### src/rtl/conv_sched_pkg.sv
// Shared types and constants for the conv layer scheduler.
package conv_sched_pkg;

  localparam int PIX_W    = 24;
  localparam int CH_W     = 4;
  localparam int OB_AW    = 12;
  localparam int NPIX_L0  = 182;
  localparam int NPIX_L1  = 132;
  localparam int OUT_W_L0 = 13;
  localparam int OUT_W_L1 = 11;
  localparam int PIX_CW   = 8;

  typedef enum logic [3:0] {
    IDLE, WLOAD, CLR, TRIG, WAITPX, WRITE, SAVE, NEXT, FIN
  } state_e;

  function automatic logic [PIX_CW-1:0] npix(input logic layer);
    return layer ? PIX_CW'(NPIX_L1) : PIX_CW'(NPIX_L0);
  endfunction

endpackage

### src/rtl/conv_sched_if.sv
// Control, weight-fetch, conv-engine and output-buffer signals of conv_sched.
interface conv_sched_if #(
  parameter int PIX_W = 24,
  parameter int CH_W  = 4,
  parameter int OB_AW = 12
);
  logic             start;
  logic             layer;
  logic [CH_W-1:0]  num_ch;
  logic             busy;
  logic             done;
  logic             wload_req;
  logic [CH_W-1:0]  wload_ch;
  logic             wload_ack;
  logic             conv_clear;
  logic             conv_trigger;
  logic             conv_layer;
  logic             conv_valid;
  logic [PIX_W-1:0] conv_pixel;
  logic             conv_save_done;
  logic             ob_we;
  logic [OB_AW-1:0] ob_addr;
  logic [PIX_W-1:0] ob_data;
  logic             ob_ack;

  modport master (
    input  start, layer, num_ch, wload_ack, conv_valid, conv_pixel, ob_ack,
    output busy, done, wload_req, wload_ch, conv_clear, conv_trigger,
           conv_layer, conv_save_done, ob_we, ob_addr, ob_data
  );

  modport slave (
    output start, layer, num_ch, wload_ack, conv_valid, conv_pixel, ob_ack,
    input  busy, done, wload_req, wload_ch, conv_clear, conv_trigger,
           conv_layer, conv_save_done, ob_we, ob_addr, ob_data
  );
endinterface

### src/rtl/conv_sched.sv
// Per-channel scheduler: fetch weights, run the conv engine, stream its pixels
// into the output buffer at ch*NPIX + pix.
module conv_sched #(
  parameter int PIX_W = conv_sched_pkg::PIX_W,
  parameter int CH_W  = conv_sched_pkg::CH_W,
  parameter int OB_AW = conv_sched_pkg::OB_AW
) (
  input logic          clk,
  input logic          rst,
  conv_sched_if.master bus
);
  import conv_sched_pkg::*;

  state_e              state_q, state_d;
  logic                layer_q, layer_d;
  logic [CH_W-1:0]     nch_q, nch_d, ch_q, ch_d;
  logic [PIX_CW-1:0]   pix_q, pix_d;
  logic [OB_AW-1:0]    base_q, base_d, addr_q, addr_d;
  logic [PIX_W-1:0]    data_q, data_d;

  always_ff @(posedge clk) begin
    if (rst) begin
      state_q <= IDLE;
      layer_q <= 1'b0;
      nch_q   <= '0;
      ch_q    <= '0;
      pix_q   <= '0;
      base_q  <= '0;
      addr_q  <= '0;
      data_q  <= '0;
    end else begin
      state_q <= state_d;
      layer_q <= layer_d;
      nch_q   <= nch_d;
      ch_q    <= ch_d;
      pix_q   <= pix_d;
      base_q  <= base_d;
      addr_q  <= addr_d;
      data_q  <= data_d;
    end
  end

  always_comb begin
    state_d = state_q;
    layer_d = layer_q;
    nch_d   = nch_q;
    ch_d    = ch_q;
    pix_d   = pix_q;
    base_d  = base_q;
    addr_d  = addr_q;
    data_d  = data_q;
    unique case (state_q)
      IDLE: if (bus.start) begin
        layer_d = bus.layer;
        nch_d   = bus.num_ch;
        ch_d    = '0;
        pix_d   = '0;
        base_d  = '0;
        state_d = (bus.num_ch == '0) ? FIN : WLOAD;
      end
      WLOAD:  if (bus.wload_ack) state_d = CLR;
      CLR:    state_d = TRIG;
      TRIG:   state_d = WAITPX;
      WAITPX: if (bus.conv_valid) begin
        data_d  = bus.conv_pixel;
        addr_d  = base_q + OB_AW'(pix_q);
        state_d = WRITE;
      end
      WRITE: if (bus.ob_ack) begin
        if (pix_q == npix(layer_q) - PIX_CW'(1)) begin
          pix_d   = '0;
          state_d = NEXT;
        end else begin
          pix_d   = pix_q + PIX_CW'(1);
          state_d = SAVE;
        end
      end
      SAVE: state_d = WAITPX;
      // Channel base advances by NPIX each channel instead of multiplying.
      NEXT: if (ch_q == nch_q - CH_W'(1)) begin
        state_d = FIN;
      end else begin
        ch_d    = ch_q + CH_W'(1);
        base_d  = base_q + OB_AW'(npix(layer_q));
        state_d = WLOAD;
      end
      FIN:     state_d = IDLE;
      default: state_d = IDLE;
    endcase
  end

  // Reset gates every output low combinationally, except conv_clear which is forced high.
  always_comb begin
    bus.busy           = !rst && (state_q != IDLE);
    bus.done           = !rst && (state_q == FIN);
    bus.wload_req      = !rst && (state_q == WLOAD);
    bus.wload_ch       = bus.wload_req ? ch_q : '0;
    bus.conv_clear     = rst || (state_q == CLR) || (state_q == FIN);
    bus.conv_trigger   = !rst && (state_q == TRIG);
    bus.conv_layer     = bus.busy && layer_q;
    bus.conv_save_done = !rst && (state_q == SAVE);
    bus.ob_we          = !rst && (state_q == WRITE);
    bus.ob_addr        = rst ? '0 : addr_q;
    bus.ob_data        = rst ? '0 : data_q;
  end

endmodule

### src/flat_wrapper.sv
// flat-port wrapper written by rule: the top's interface ports become plain ports
module conv_sched_flat import conv_sched_pkg::*;
#(
  parameter int PIX_W = conv_sched_pkg::PIX_W,
  parameter int CH_W  = conv_sched_pkg::CH_W,
  parameter int OB_AW = conv_sched_pkg::OB_AW
)
  (clk, rst, bus_start, bus_layer, bus_num_ch, bus_wload_ack, bus_conv_valid, bus_conv_pixel, bus_ob_ack, bus_busy, bus_done, bus_wload_req, bus_wload_ch, bus_conv_clear, bus_conv_trigger, bus_conv_layer, bus_conv_save_done, bus_ob_we, bus_ob_addr, bus_ob_data);
  conv_sched_if #(.PIX_W(PIX_W), .CH_W(CH_W), .OB_AW(OB_AW)) bus_i ();
  input logic clk;
  input logic rst;
  input wire logic [$bits(bus_i.start)-1:0] bus_start;
  input wire logic [$bits(bus_i.layer)-1:0] bus_layer;
  input wire logic [$bits(bus_i.num_ch)-1:0] bus_num_ch;
  input wire logic [$bits(bus_i.wload_ack)-1:0] bus_wload_ack;
  input wire logic [$bits(bus_i.conv_valid)-1:0] bus_conv_valid;
  input wire logic [$bits(bus_i.conv_pixel)-1:0] bus_conv_pixel;
  input wire logic [$bits(bus_i.ob_ack)-1:0] bus_ob_ack;
  output wire logic [$bits(bus_i.busy)-1:0] bus_busy;
  output wire logic [$bits(bus_i.done)-1:0] bus_done;
  output wire logic [$bits(bus_i.wload_req)-1:0] bus_wload_req;
  output wire logic [$bits(bus_i.wload_ch)-1:0] bus_wload_ch;
  output wire logic [$bits(bus_i.conv_clear)-1:0] bus_conv_clear;
  output wire logic [$bits(bus_i.conv_trigger)-1:0] bus_conv_trigger;
  output wire logic [$bits(bus_i.conv_layer)-1:0] bus_conv_layer;
  output wire logic [$bits(bus_i.conv_save_done)-1:0] bus_conv_save_done;
  output wire logic [$bits(bus_i.ob_we)-1:0] bus_ob_we;
  output wire logic [$bits(bus_i.ob_addr)-1:0] bus_ob_addr;
  output wire logic [$bits(bus_i.ob_data)-1:0] bus_ob_data;
  assign bus_i.start = bus_start;
  assign bus_i.layer = bus_layer;
  assign bus_i.num_ch = bus_num_ch;
  assign bus_i.wload_ack = bus_wload_ack;
  assign bus_i.conv_valid = bus_conv_valid;
  assign bus_i.conv_pixel = bus_conv_pixel;
  assign bus_i.ob_ack = bus_ob_ack;
  assign bus_busy = bus_i.busy;
  assign bus_done = bus_i.done;
  assign bus_wload_req = bus_i.wload_req;
  assign bus_wload_ch = bus_i.wload_ch;
  assign bus_conv_clear = bus_i.conv_clear;
  assign bus_conv_trigger = bus_i.conv_trigger;
  assign bus_conv_layer = bus_i.conv_layer;
  assign bus_conv_save_done = bus_i.conv_save_done;
  assign bus_ob_we = bus_i.ob_we;
  assign bus_ob_addr = bus_i.ob_addr;
  assign bus_ob_data = bus_i.ob_data;
  conv_sched #(.PIX_W(PIX_W), .CH_W(CH_W), .OB_AW(OB_AW)) u_core (.clk(clk), .rst(rst), .bus(bus_i));
endmodule
### config.mk
export PLATFORM = sky130hd
export DESIGN_NAME = conv_sched_flat
export DESIGN_NICKNAME = d
export VERILOG_FILES = /design/src/rtl/conv_sched_pkg.sv /design/src/rtl/conv_sched_if.sv /design/src/rtl/conv_sched.sv /design/src/flat_wrapper.sv
export SDC_FILE = /design/constraint.sdc
export NUM_CORES = 1
export LEC_CHECK = 0
export ABC_AREA = 1
export ABC_CLOCK_PERIOD_IN_PS = 3000
export CAP_MARGIN = 0
export CORE_ASPECT_RATIO = 1.5
export CORE_MARGIN = 2
export CORE_UTILIZATION = 55
export CTS_CLUSTER_DIAMETER = 50
export DETAILED_ROUTE_END_ITERATION = 10
export MAX_ROUTING_LAYER = met4
export PLACE_DENSITY = 0.86
export SETUP_SLACK_MARGIN = 0.02
export SLEW_MARGIN = 20
export SYNTH_ARGS = -nofsm -noshare
export SYNTH_HDL_FRONTEND = slang
export SYNTH_SLANG_ARGS = --single-unit
export TNS_END_PERCENT = 50
### constraint.sdc
create_clock -name clk -period 3 [get_ports clk]
set_input_delay 0.75 -clock clk [delete_from_list [all_inputs] [get_ports clk]]
set_output_delay 0.75 -clock clk [all_outputs]
set_load 0.1 [all_outputs]
=== Yosys cells after proc, flatten, opt, wreduce, memory -nomap -nowiden ===
Index checks and enable logic that the tools add are counted.
Widths: inputs -> output; s select.

* Add/sub/neg operators: 6
* Equal/unequal tests: 15
* Mux-type cells: 22
* Reductions and logical operators: 21

{| class="wikitable"
|+ Operators with widths
! kind !! count
|-
| $mux 12 || 3
|-
| $mux 4 || 9
|-
| $pmux 4 s7 || 1
|-
| $add 12x8->12 || 2
|-
| $mux 24 || 1
|-
| $mux 8 || 3
|-
| $pmux 12 s2 || 1
|-
| $eq 4x3->1 const B || 4
|-
| $pmux 8 s2 || 1
|-
| $ne 2x2->1 const B || 5
|-
| $add 8x1->8 const B || 1
|-
| $eq 4x2->1 const B || 2
|-
| $eq 8x8->1 || 1
|-
| $logic_not 4->1 || 2
|-
| $pmux 4 s2 || 1
|-
| $sub 8x1->8 const B || 1
|-
| $logic_and 1x1->1 || 7
|-
| $mux 6 || 1
|-
| $reduce_and 3->1 || 2
|-
| $add 4x1->4 const B || 1
|-
| $eq 4x1->1 const B || 1
|-
| $eq 4x4->1 || 1
|-
| $eq 4x4->1 const B || 1
|-
| $reduce_and 2->1 || 2
|-
| 8 further kinds || 10
|}

* Bits in registers: 69
* Input port bits: 35
* Output and inout port bits: 48
* Word-level logic and storage cells: 72

=== Depth between registers and ports, before layout ===
Gate-level depths: netlist of run 1.

* Word-level depth: 6
* Mapped depth: 15
* Depth with buffers taken out: 15

=== Worst setup path before layout of run 1 ===
OpenSTA, ideal clock, no wires.

* Path type: input-to-output
* Start point: input port rst
* End point: output port bus_conv_save_done
* Arrival time: 4.033 ns
* Data required time: 2.250 ns
* Setup slack: -1.783 ns
* Cell stages on the path: 3
* Path buffers: 2
* Cell sequence: clkbuf_1 clkbuf_1 nor4_1

* Word-level cells in the longest chain between the ends: 2

{| class="wikitable"
|+ Ends and longest elaborated chain
! what !! RTL line !! RTL
|-
| from (decl) || flat_wrapper.sv:11 || <nowiki>input logic rst;</nowiki>
|-
| $logic_not 1->1 || conv_sched.sv:101 || <nowiki>bus.conv_save_done = !rst && (state_q == SAVE);</nowiki>
|-
| $logic_and 1x1->1 || conv_sched.sv:101 ||
|-
| to (decl) || flat_wrapper.sv:26 || <nowiki>output wire logic [$bits(bus_i.conv_save_done)-1:0] bus_conv_save_done;</nowiki>
|}

No other way between the ends.

=== Worst setup path in the final report of run 1 ===
* Start point: input port rst
* End point: output port bus_wload_ch[1]

* Word-level cells in the longest chain between the ends: 3

{| class="wikitable"
|+ Ends and longest elaborated chain
! what !! RTL line !! RTL
|-
| $logic_not 1->1 || conv_sched.sv:96 || <nowiki>bus.wload_req = !rst && (state_q == WLOAD);</nowiki>
|-
| $logic_and 1x1->1 || conv_sched.sv:96 ||
|-
| $mux 4 || conv_sched.sv:97 || <nowiki>bus.wload_ch = bus.wload_req ? ch_q : '0;</nowiki>
|-
| to (decl) || flat_wrapper.sv:22 || <nowiki>output wire logic [$bits(bus_i.wload_ch)-1:0] bus_wload_ch;</nowiki>
|}

No other way between the ends.

==> results of run 1 <==
per-stage QoR:
stage          hold slack, ps  area [um^2]  utilization (%)  TNS (ps)
2_1_floorplan             430         3870                -     -5160
3_3_place_gp              437         5210             77.1         0
6_report                  456         5450             80.6         0
4_1_cts                   458         5450             80.6         0
3_5_place_dp              446         5210             77.1         0
5_1_grt                   479         5450             80.6         0
worst min-delay path, cell delays in order, from the launching register on:
cell and delay [ps]:
sky130_fd_sc_hd__dfxtp_1 300, sky130_fd_sc_hd__inv_1 60, sky130_fd_sc_hd__a21oi_1 50
metal layers:
metal / vias to the layer above / routed length, um
li1: 1977 / -
met1: 1820 / 3930
met2: 147 / 5640
met3: 30 / 542
met4: 0 / 368
met5: - / 0
registers in the layout, summed over array words and instances, names as in the netlist:
signal / count
u_core.ch_q: 4
u_core.pix_q: 8
u_core.data_q: 24
u_core.addr_q: 12
u_core.nch_q: 4
u_core.state_q: 4
u_core.layer_q: 1
u_core.base_q: 11
power by group through the flow:
stage	logic (uW)	clock network, uW	registers, uW
floorplan	745	0	1030
global placement	964	0	1050
detailed placement	990	0	1050
CTS	1000	939	1030
global route	1110	974	1040
finish	1000	924	1030
cells in the final DEF, fill, tap and decap left out, types with 2 or more instances in the layout:
master / count
sky130_fd_sc_hd__a211oi_1: 4
sky130_fd_sc_hd__a21oi_1: 62
sky130_fd_sc_hd__buf_12: 49
sky130_fd_sc_hd__buf_4: 4
sky130_fd_sc_hd__bufinv_16: 3
sky130_fd_sc_hd__clkbuf_8: 10
sky130_fd_sc_hd__clkdlybuf4s50_1: 33
sky130_fd_sc_hd__dfxtp_1: 68
sky130_fd_sc_hd__ha_1: 14
sky130_fd_sc_hd__inv_1: 93
sky130_fd_sc_hd__inv_2: 9
sky130_fd_sc_hd__nand2_1: 103
sky130_fd_sc_hd__nand2_2: 3
sky130_fd_sc_hd__nand3_1: 30
sky130_fd_sc_hd__nand4_1: 2
sky130_fd_sc_hd__nor2_1: 64
sky130_fd_sc_hd__nor2_2: 20
sky130_fd_sc_hd__nor3_1: 5
sky130_fd_sc_hd__o211ai_1: 2
sky130_fd_sc_hd__o21ai_0: 52
sky130_fd_sc_hd__o21ai_1: 2
sky130_fd_sc_hd__o21bai_1: 2
sky130_fd_sc_hd__xnor2_1: 4
sky130_fd_sc_hd__xor2_1: 7
worst max path at each step:
stage                                          endpoint           start  depth (start not counted)  slack [ps]
after CTS                               bus_wload_ch[1]             rst                          5         520
after global routing                    bus_wload_ch[2]             rst                          5         420
after detailed placement  u_core.data_q[3]$_SDFFE_PP0P_  bus_conv_valid                          6         470
after global placement               bus_conv_save_done             rst                          4         550
final                                   bus_wload_ch[1]             rst                          5         520
after floorplan                         bus_wload_ch[0]             rst                          5        -370
cells by family (layout without fill, tap and decap cells):
group / Yosys count / after routing / synth area share [%]
adder cells (fa/ha/maj): 15 / 15 / 5.14
buffers and inverters: 124 / 204 / 12.7
flip-flops: 68 / 68 / 35.8
AND/OR/NAND/NOR: 236 / 236 / 26.2
AO/OA/AOI/OAI: 127 / 127 / 17.5
XOR/XNOR: 11 / 11 / 2.54
other: 1 / 1 / 0.0987
area by class of cell:
class                   count  share of cell area [%]
clock buffers              11                    2.59
clock inverters             4                    1.79
inverters                 102                    7.03
repair buffers             87                    24.7
multi-input cells         390                    37.1
flip-flops and latches     68                    25.0
well taps                  78                    1.79
==> reports/qor.yml, run 1 <==
r2r.worst_path.cells: 8
timing.critical_path.cells: "buf_2 > inv_1 > nand2_1 > nor2_1 > buf_12"
max_clock_freq_mhz: 404
power_switching_share_pct: 36.7
power.share.sequential_pct: 34.8
hold_path_depth: 2
critical-path-slowest-cell: "sky130_fd_sc_hd__nor2_1"
cts_setup_buffers: 0
biggest_fanout_along_the_worst_timing_path: 16
power_per_cell_area_nw_per_um2: 543
crit_family: "buffers and inverters"
slew_headroom_pct: 40.2
yosys-top-cells-area: "sky130_fd_sc_hd__dfxtp_1 (36%), sky130_fd_sc_hd__nand2_1 (10%), sky130_fd_sc_hd__inv_1 (9.2%)"
yosysUniqueCellTypes: 36
cell_internal_pwr_uw: 1870
leakagePower_uw: 0.00236
synth-main-ff-cell: "sky130_fd_sc_hd__dfxtp_1"
synth_fp_nets: 632
post-route-period-util_pct: 82.6
whs_endpoint: "u_core.data_q[15]$_SDFFE_PP0P_"
globalRouteMet1Util_pct: 32.1
worst_setup_path_end_kind: "output pin"
grt_most_used_layer: "met2"
placementRows: 37
worstMarginPinSlew_ps: 896
critical_path.startpoint_type: "primary input"
arrival_ps: 1730
antenna_found_initial: 0
worst_skew_pair.late_latency_ps: 360
synthDominantAreaCellType: "sky130_fd_sc_hd__dfxtp_1"
fin_crit_ps: 2480
timing.clock.skew_ps: 4.61
max_capacitance_violation_total: 0
largest_net_degree_at_the_start_of_global_routing: 67
synth_common_cells: "sky130_fd_sc_hd__nand2_1 (103), sky130_fd_sc_hd__inv_1 (93), sky130_fd_sc_hd__nor2_1 (81)"
antenna-diode-count: 0
floorplan.initialDensity_pct: 56.2
final_max_slew_viol_count: 0
detailed_place_hpwl_um: 7440
p_switching_uw: 1080
critPathBufInv: 3
post-place-ws_ps: 471
final_net_count: 708
timing.final.ws_setup_ps: 522
ys_ff_latch: 68
holdBufCountCts: 0
die-area_um2: 7600
post_layout_nonfiller_instances: 740
reg2reg_to: "u_core.pix_q[4]$_SDFFE_PP0P_"
synth_sequential_area_ratio_pct: 35.8
worst_vdd_rail_ir_drop_v: 0.000499
chipHeight_um: 106
routed-via-count: 3974
global_route.usage.total_pct: 30.5
multi_input_area_um2: 2020
firstDrtPassIters: 5
count_of_endpoints_failing_setup_in_the_final_report: 0
report.final.hold_viol_count: 0
ys.warnings.count: 0
count_of_instances_resized_after_the_clock_tree_is_built: 0
combinationalPowerShare_pct: 33.9
area_growth_syn_to_layout_pct: 43.4
syn_inst: 582
power.total_uw: 2960
residual_overflow_from_global_routing: 0
totalWireLength_um: 10500
hold_path_class: "flip-flop to flip-flop"
vias_per_std_cell: 5.37
grt_setup_unrepaired: "false"
criticalPathCategory: "primary input to output pin"
drc: 0
timing.critical_path.required_ps: 2250
synthMostInstantiatedCell: "sky130_fd_sc_hd__nand2_1"
grt.met2_usage_pct: 52.1
syn-cell-area_um2: 3800
fill_cells: 456
place.detailed.instances: 725
hold_path.startpoint: "u_core.data_q[15]$_SDFFE_PP0P_"
htree_levels: 3
synth_edf_count: 0
antenna_left: 0
r2r_start: "u_core.state_q[0]$_SDFFE_PP0P_"
clk_transition_reported_paths_ps: 70
fp.dieW_um: 71.9
register_area_um2: 1360
syn-mean-instance-area_um2: 6.53
synthDominantCellAreaShare_pct: 35.8
pwr-share-clk_pct: 31.2
setup.reg_to_reg.worst_slack_ps: 910
status: "finished clean"
critical-path-max-stage-delay_ps: 220
fp.coreArea_um2: 6760
placement.io_buffers: 82
grt_pass1_wl_um: 17800
cts_made_buffers: 9
ctsRootBufferMaster: "sky130_fd_sc_hd__clkbuf_8"
grt_use_met3_pct: 6.79
place_congestion: 0.960
wl_per_cell_um: 14.2
ios: 83
final_layout_size_suffix_gt1_share_pct: 16.2
async_flop_share_pct: 0
ctsLongestPathBuffers: 2
clkSinkCount: 68
tritoncts_clock_tree: "built"
via_count_of_the_first_global_routing_pass: 4047
drt_first_iter_violations: 246
Power figures use the tool's default switching activity.
==> run 2, diff against run 1 <==
--- a/config.mk
+++ b/config.mk
@@ -6,15 +6,15 @@
 export NUM_CORES = 1
 export LEC_CHECK = 0
 export ABC_AREA = 1
-export ABC_CLOCK_PERIOD_IN_PS = 3000
+export ABC_CLOCK_PERIOD_IN_PS = 2200
 export CAP_MARGIN = 0
 export CORE_ASPECT_RATIO = 1.5
 export CORE_MARGIN = 2
-export CORE_UTILIZATION = 55
+export CORE_UTILIZATION = 46
 export CTS_CLUSTER_DIAMETER = 50
 export DETAILED_ROUTE_END_ITERATION = 10
 export MAX_ROUTING_LAYER = met4
-export PLACE_DENSITY = 0.86
+export PLACE_DENSITY = 0.77
 export SETUP_SLACK_MARGIN = 0.02
 export SLEW_MARGIN = 20
 export SYNTH_ARGS = -nofsm -noshare
==> constraint.sdc (replaced) <==
create_clock -name clk -period 2.2 [get_ports clk]
set_input_delay 0.55 -clock clk [delete_from_list [all_inputs] [get_ports clk]]
set_output_delay 0.55 -clock clk [all_outputs]
set_load 0.1 [all_outputs]
==> reports/qor.yml, run 2 (synthesis results as in run 1) <==
status: "finished clean"  # unchanged
timing.clock.skew_ps: 5.45  # was 4.61 ps
grt_pass1_wl_um: 16400  # was 17,800 um
arrival_ps: 1540  # was 1730 ps
placement.io_buffers: 82  # unchanged
die-area_um2: 9020  # was 7600 um^2
regMostFlops: "u_core.data_q"  # unchanged
tritoncts_clock_tree: "built"  # unchanged
finalHoldWorstSlack_ps: 470  # was 456 ps
ctsLongestPathBuffers: 2  # unchanged
register_area_um2: 1360  # about the same
ctsRootBufferMaster: "sky130_fd_sc_hd__clkbuf_16"  # was sky130_fd_sc_hd__clkbuf_8
p_switching_uw: 1530  # was 1080 uW
detailed_place_hpwl_um: 7510  # was 7440 um
residual_overflow_from_global_routing: 0  # unchanged
combinationalPowerShare_pct: 31.7  # was 33.9%
antenna_found_initial: 0  # unchanged
worst_setup_path_end_kind: "output pin"  # unchanged
largest_reg_flops: 24  # unchanged
multi_input_area_um2: 2130  # was 2020 um^2
chipHeight_um: 115  # was 106 um
power.share.sequential_pct: 31.6  # was 34.8%
clk_transition_reported_paths_ps: 50  # was 70 ps
hold_path_class: "flip-flop to flip-flop"  # unchanged
criticalPathCategory: "flip-flop to output pin"  # was primary input to output pin
worst_vdd_rail_ir_drop_v: 0.000661  # was 0.000499 V
drt_first_iter_violations: 171  # was 246
fp.coreArea_um2: 8010  # was 6760 um^2
fp.dieW_um: 78.2  # was 71.9 um
ios: 83  # unchanged
placementRows: 40  # was 37
post-route-period-util_pct: 95.1
area_growth_syn_to_layout_pct: 51.4  # was 43.4%
fin_crit_ps: 2090
leakagePower_uw: 0.00243  # was 0.00236 uW
critical_path.startpoint_type: "flip-flop"  # was primary input
cts_made_buffers: 9  # unchanged
max_capacitance_violation_total: 0  # unchanged
pwr-share-clk_pct: 36.7  # was 31.2%
layout_commonest_cell: "sky130_fd_sc_hd__nand2_1"  # unchanged
cts_setup_buffers: 0  # unchanged
antenna_left: 0  # unchanged
cell_internal_pwr_uw: 2910  # was 1870 uW
largest_net_degree_at_the_start_of_global_routing: 33  # was 67
drc: 0  # unchanged
clkSinkCount: 68  # unchanged
report.final.hold_viol_count: 0  # unchanged
max_clock_freq_mhz: 478
power_per_cell_area_nw_per_um2: 773  # was 543 nW/um^2
layout.cells.most_common_list: "sky130_fd_sc_hd__nand2_1 (101), sky130_fd_sc_hd__inv_1 (92), sky130_fd_sc_hd__dfxtp_1 (67)"  # was sky130_fd_sc_hd__nand2_1 (103), sky130_fd_sc_hd__inv_1 (93), sky130_fd_sc_hd__dfxtp_1 (68)
place.detailed.instances: 757  # was 725
routed-via-count: 3846  # was 3,974
final_net_count: 713  # was 708
post_layout_nonfiller_instances: 773  # was 740
wl_per_cell_um: 12.6  # was 14.2 um
grt_setup_unrepaired: "false"  # unchanged
totalWireLength_um: 9740  # was 10,500 um
fill_cells: 617  # was 456
vias_per_std_cell: 4.98  # was 5.37
count_of_endpoints_failing_setup_in_the_final_report: 0  # unchanged
htree_levels: 3  # unchanged
timing.critical_path.required_ps: 1650  # was 2250 ps
firstDrtPassIters: 4  # was 5
final_layout_size_suffix_gt1_share_pct: 22.2  # was 16.2%
worst_skew_pair.late_latency_ps: 340  # was 360 ps
top_flop_regs: "u_core.data_q: 24 flops, u_core.addr_q: 12 flops, u_core.base_q: 11 flops"  # unchanged
biggest_fanout_along_the_worst_timing_path: 5  # was 16
global_route.usage.total_pct: 23.4  # was 30.5%
antenna-diode-count: 0  # unchanged
via_count_of_the_first_global_routing_pass: 3724  # was 4,047
final_max_slew_viol_count: 0  # unchanged
place_congestion: 0.880  # was 0.960
floorplan.initialDensity_pct: 47.4  # was 56.2%
power_switching_share_pct: 34.5  # was 36.7%
[run 2: path summary, 6_finish.rpt]
kind                                   from                        endpoint  depth (start not counted)  slack [ps]
min reg2reg  u_core.data_q[16]$_SDFFE_PP0P_  u_core.data_q[16]$_SDFFE_PP0P_                          2         470
max reg2reg    u_core.nch_q[0]$_SDFFE_PP0P_  u_core.base_q[11]$_SDFFE_PP0P_                         12         310
min          u_core.data_q[16]$_SDFFE_PP0P_  u_core.data_q[16]$_SDFFE_PP0P_                          2         470
max          u_core.state_q[1]$_SDFFE_PP0P_                 bus_wload_ch[0]                          6         110
[run 2: cell type report]
type                    instances  area share, %
clock buffers                   9           3.92
repair buffers                 92           24.3
clock inverters                 7           2.00
inverters                     102           6.72
well taps                     105           2.28
multi-input cells             390           37.1
flip-flops and latches         68           23.7
[run 2: worst max-delay path: stages, from the launching register on]
cell and delay, ps:
sky130_fd_sc_hd__dfxtp_1 320, sky130_fd_sc_hd__inv_1 150, sky130_fd_sc_hd__nand2_2 120, sky130_fd_sc_hd__nor2_4 150
sky130_fd_sc_hd__nand2_4 120, sky130_fd_sc_hd__nor2_4 150, sky130_fd_sc_hd__buf_12 180
[run 2: per-stage QoR]
| stage | total power, uW | TNS (ps) | cell area (um^2) | util [%] | setup WS (ps) |
|---|---|---|---|---|---|
| 3_5_place_dp | 2800 | 0 | 5390 | 67.3 | 204 |
| 6_report | 4450 | 0 | 5750 | 71.8 | 108 |
| 4_1_cts | 4460 | 0 | 5740 | 71.7 | 28.2 |
| 3_3_place_gp | 2770 | 0 | 5390 | 67.3 | 229 |
| 2_1_floorplan | 2460 | -6600 | 3990 | - | -165 |
| 5_1_grt | 4680 | 0 | 5750 | 71.8 | 30.6 |
[run 2: power groups by stage]
stage | sequential (uW) | clock, uW | combinational [uW]
CTS | 1400 | 1660 | 1400
global placement | 1420 | 0 | 1350
detailed placement | 1430 | 0 | 1380
finish | 1400 | 1630 | 1410
floorplan | 1410 | 0 | 1050
global route | 1420 | 1710 | 1550
[run 2: repair_timing]
action | CTS | global route
endpoints found under the hold margin | 0 | 0
setup endpoints to repair | 5 | 6
gates resized for setup | 2 | 4
hold buffers | 0 | 0
[run 2: metal layers]
metal / vias to the layer above / wire, um / track usage (%)
li1: 1989 / - / -
met1: 1744 / 3720 / 24.0
met2: 100 / 5490 / 43.2
met3: 13 / 414 / 3.92
met4: 0 / 121 / 11.0
met5: - / 0 / -
==> run 3, diff against run 2 <==
--- a/config.mk
+++ b/config.mk
@@ -9,7 +9,7 @@
 export ABC_CLOCK_PERIOD_IN_PS = 2200
 export CAP_MARGIN = 0
 export CORE_ASPECT_RATIO = 1.5
-export CORE_MARGIN = 2
+export CORE_MARGIN = 10
 export CORE_UTILIZATION = 46
 export CTS_CLUSTER_DIAMETER = 50
 export DETAILED_ROUTE_END_ITERATION = 10
==> reports/qor.yml, run 3 (synthesis results as in run 1) <==
status: "finished clean"  # unchanged
worst_skew_pair.late_latency_ps: 340  # about the same
grt_pass1_wl_um: 18300  # was 16,400 um
timing.final.ws_setup_ps: 90.0  # was 108 ps
biggest_fanout_along_the_worst_timing_path: 4  # was 5
ios: 83  # unchanged
max_capacitance_violation_total: 0  # unchanged
largest_net_degree_at_the_start_of_global_routing: 37  # was 33
count_of_endpoints_failing_setup_in_the_final_report: 0  # unchanged
layout_commonest_cell: "sky130_fd_sc_hd__nand2_1"  # unchanged
antenna_left: 0  # unchanged
r2r_start: "u_core.nch_q[0]$_SDFFE_PP0P_"  # unchanged
leakagePower_uw: 0.00242  # was 0.00243 uW
worst_vdd_rail_ir_drop_v: 0.000590  # was 0.000661 V
max_clock_freq_mhz: 474  # was 478 MHz
drt_first_iter_violations: 272  # was 171
antenna-diode-count: 0  # unchanged
reg2reg_to: "u_core.base_q[11]$_SDFFE_PP0P_"  # unchanged
global_route.usage.total_pct: 18.4  # was 23.4%
chipHeight_um: 131  # was 115 um
detailed_place_hpwl_um: 8370  # was 7510 um
final_max_slew_viol_count: 0  # unchanged
layout.core_utilization_pct: 71.3  # was 71.8%
ctsLongestPathBuffers: 2  # unchanged
post-route-period-util_pct: 95.9  # was 95.1%
power_per_cell_area_nw_per_um2: 779  # was 773 nW/um^2
wl_per_cell_um: 14.5  # was 12.6 um
fin_crit_ps: 2110  # was 2090 ps
cts_made_buffers: 9  # unchanged
vias_per_std_cell: 5.11  # was 4.98
criticalPathCategory: "flip-flop to output pin"  # unchanged
top_flop_regs: "u_core.data_q: 24 flops, u_core.addr_q: 12 flops, u_core.base_q: 11 flops"  # unchanged
firstDrtPassIters: 4  # unchanged
htree_levels: 3  # unchanged
worst_setup_path_start: "u_core.state_q[1]$_SDFFE_PP0P_"  # unchanged
post_layout_nonfiller_instances: 771  # was 773
area_growth_syn_to_layout_pct: 51.2  # was 51.4%
tritoncts_clock_tree: "built"  # unchanged
final_layout_size_suffix_gt1_share_pct: 21.8  # was 22.2%
post-place-ws_ps: 194  # was 204 ps
totalWireLength_um: 11200  # was 9740 um
layout.cell_area.non_filler_um2: 5740  # was 5750 um^2
timing.critical_path.required_ps: 1650  # about the same
regMostFlops: "u_core.data_q"  # unchanged
critical_path.startpoint_type: "flip-flop"  # unchanged
ctsRootBufferMaster: "sky130_fd_sc_hd__clkbuf_16"  # unchanged
place_congestion: 0.900  # was 0.880
worst_setup_path_end_kind: "output pin"  # unchanged
clkSinkCount: 68  # unchanged
routed-via-count: 3940  # was 3,846
hold_path_class: "flip-flop to flip-flop"  # unchanged
floorplan.initialDensity_pct: 47.1  # was 47.4%
fp.coreArea_um2: 8060  # was 8010 um^2
crit_path_end: "bus_ob_we"  # was bus_wload_ch[0]
via_count_of_the_first_global_routing_pass: 3950  # was 3,724
placement.io_buffers: 82  # unchanged
report.final.hold_viol_count: 0  # unchanged
antenna_found_initial: 0  # unchanged
place.detailed.instances: 755  # was 757
drc: 0  # unchanged
residual_overflow_from_global_routing: 0  # unchanged
die-area_um2: 12400  # was 9020 um^2
arrival_ps: 1560  # was 1540 ps
fill_cells: 602  # was 617
r2r.worst_path.cells: 12  # unchanged
timing.clock.skew_ps: 6.62  # was 5.45 ps
final_net_count: 711  # was 713
layout.cells.most_common_list: "sky130_fd_sc_hd__nand2_1 (101), sky130_fd_sc_hd__inv_1 (92), sky130_fd_sc_hd__dfxtp_1 (67)"  # unchanged
setup-tns-final_ps: 0  # unchanged
grt_setup_unrepaired: "false"  # unchanged
largest_reg_flops: 24  # unchanged
setup.reg_to_reg.worst_slack_ps: 270  # was 310 ps
place_area_um2: 5380  # was 5390 um^2
fp.dieW_um: 94.2  # was 78.2 um
clk_transition_reported_paths_ps: 50  # about the same
placementRows: 40  # unchanged
[run 3: worst max-delay path, stage by stage (launching register included)]
cell,delay (ps)
sky130_fd_sc_hd__dfxtp_1,330
sky130_fd_sc_hd__inv_1,160
sky130_fd_sc_hd__nand2_2,130
sky130_fd_sc_hd__nor2_2,170
sky130_fd_sc_hd__inv_1,120
sky130_fd_sc_hd__nor2_4,130
sky130_fd_sc_hd__buf_12,180
[run 3: worst min-delay path by stage]
stage                                         startpoint                        endpoint  slack, ps  cells after the start
after floorplan             u_core.nch_q[1]$_SDFFE_PP0P_    u_core.nch_q[1]$_SDFFE_PP0P_        450                      2
after global placement    u_core.data_q[13]$_SDFFE_PP0P_  u_core.data_q[13]$_SDFFE_PP0P_        460                      2
after detailed placement  u_core.data_q[16]$_SDFFE_PP0P_  u_core.data_q[16]$_SDFFE_PP0P_        460                      2
after CTS                 u_core.data_q[16]$_SDFFE_PP0P_  u_core.data_q[16]$_SDFFE_PP0P_        470                      2
after global routing       u_core.data_q[4]$_SDFFE_PP0P_   u_core.data_q[4]$_SDFFE_PP0P_        500                      2
final                     u_core.data_q[22]$_SDFFE_PP0P_  u_core.data_q[22]$_SDFFE_PP0P_        470                      2
[run 3: where the power goes]
part	total [uW]	switching, uW	internal [uW]
Combinational	1430	947	478
Clock	1640	534	1110
Sequential	1410	80.3	1330
Total	4470	1560	2910
[run 3: metal layers]
metal | share of wire, % | global-route usage, % | wire, um | vias up
li1 | - | - | - | 1990
met1 | 39 | 18.8 | 4420 | 1814
met2 | 52 | 32.4 | 5870 | 115
met3 | 5.4 | 3.76 | 599 | 21
met4 | 2.7 | 8.47 | 306 | 0
met5 | 0 | - | 0 | -
[run 3: area by class of cell]
cell class	instances	area (um^2)	share of cell area, %
clock buffer	10	229	3.99
clock inverter	6	113	1.96
inverter	102	387	6.73
multi-input combinational	390	2140	37.3
sequential	68	1360	23.7
tap	105	131	2.29
timing repair buffer	90	1380	24.1
[run 3: repair_timing]
item / 4_1_cts / 5_1_grt
setup endpoints to repair: 6 / 6
gates cloned: 0 / 0
buffers inserted: 0 / 0
resized for setup: 4 / 3
hold buffers: 0 / 0
[run 3: stage by stage]
step | hold slack, ps | power (uW)
finish | 469 | 4470
global route | 498 | 4690
CTS | 473 | 4480
detailed placement | 465 | 2820
global placement | 456 | 2770
floorplan | 448 | 2460
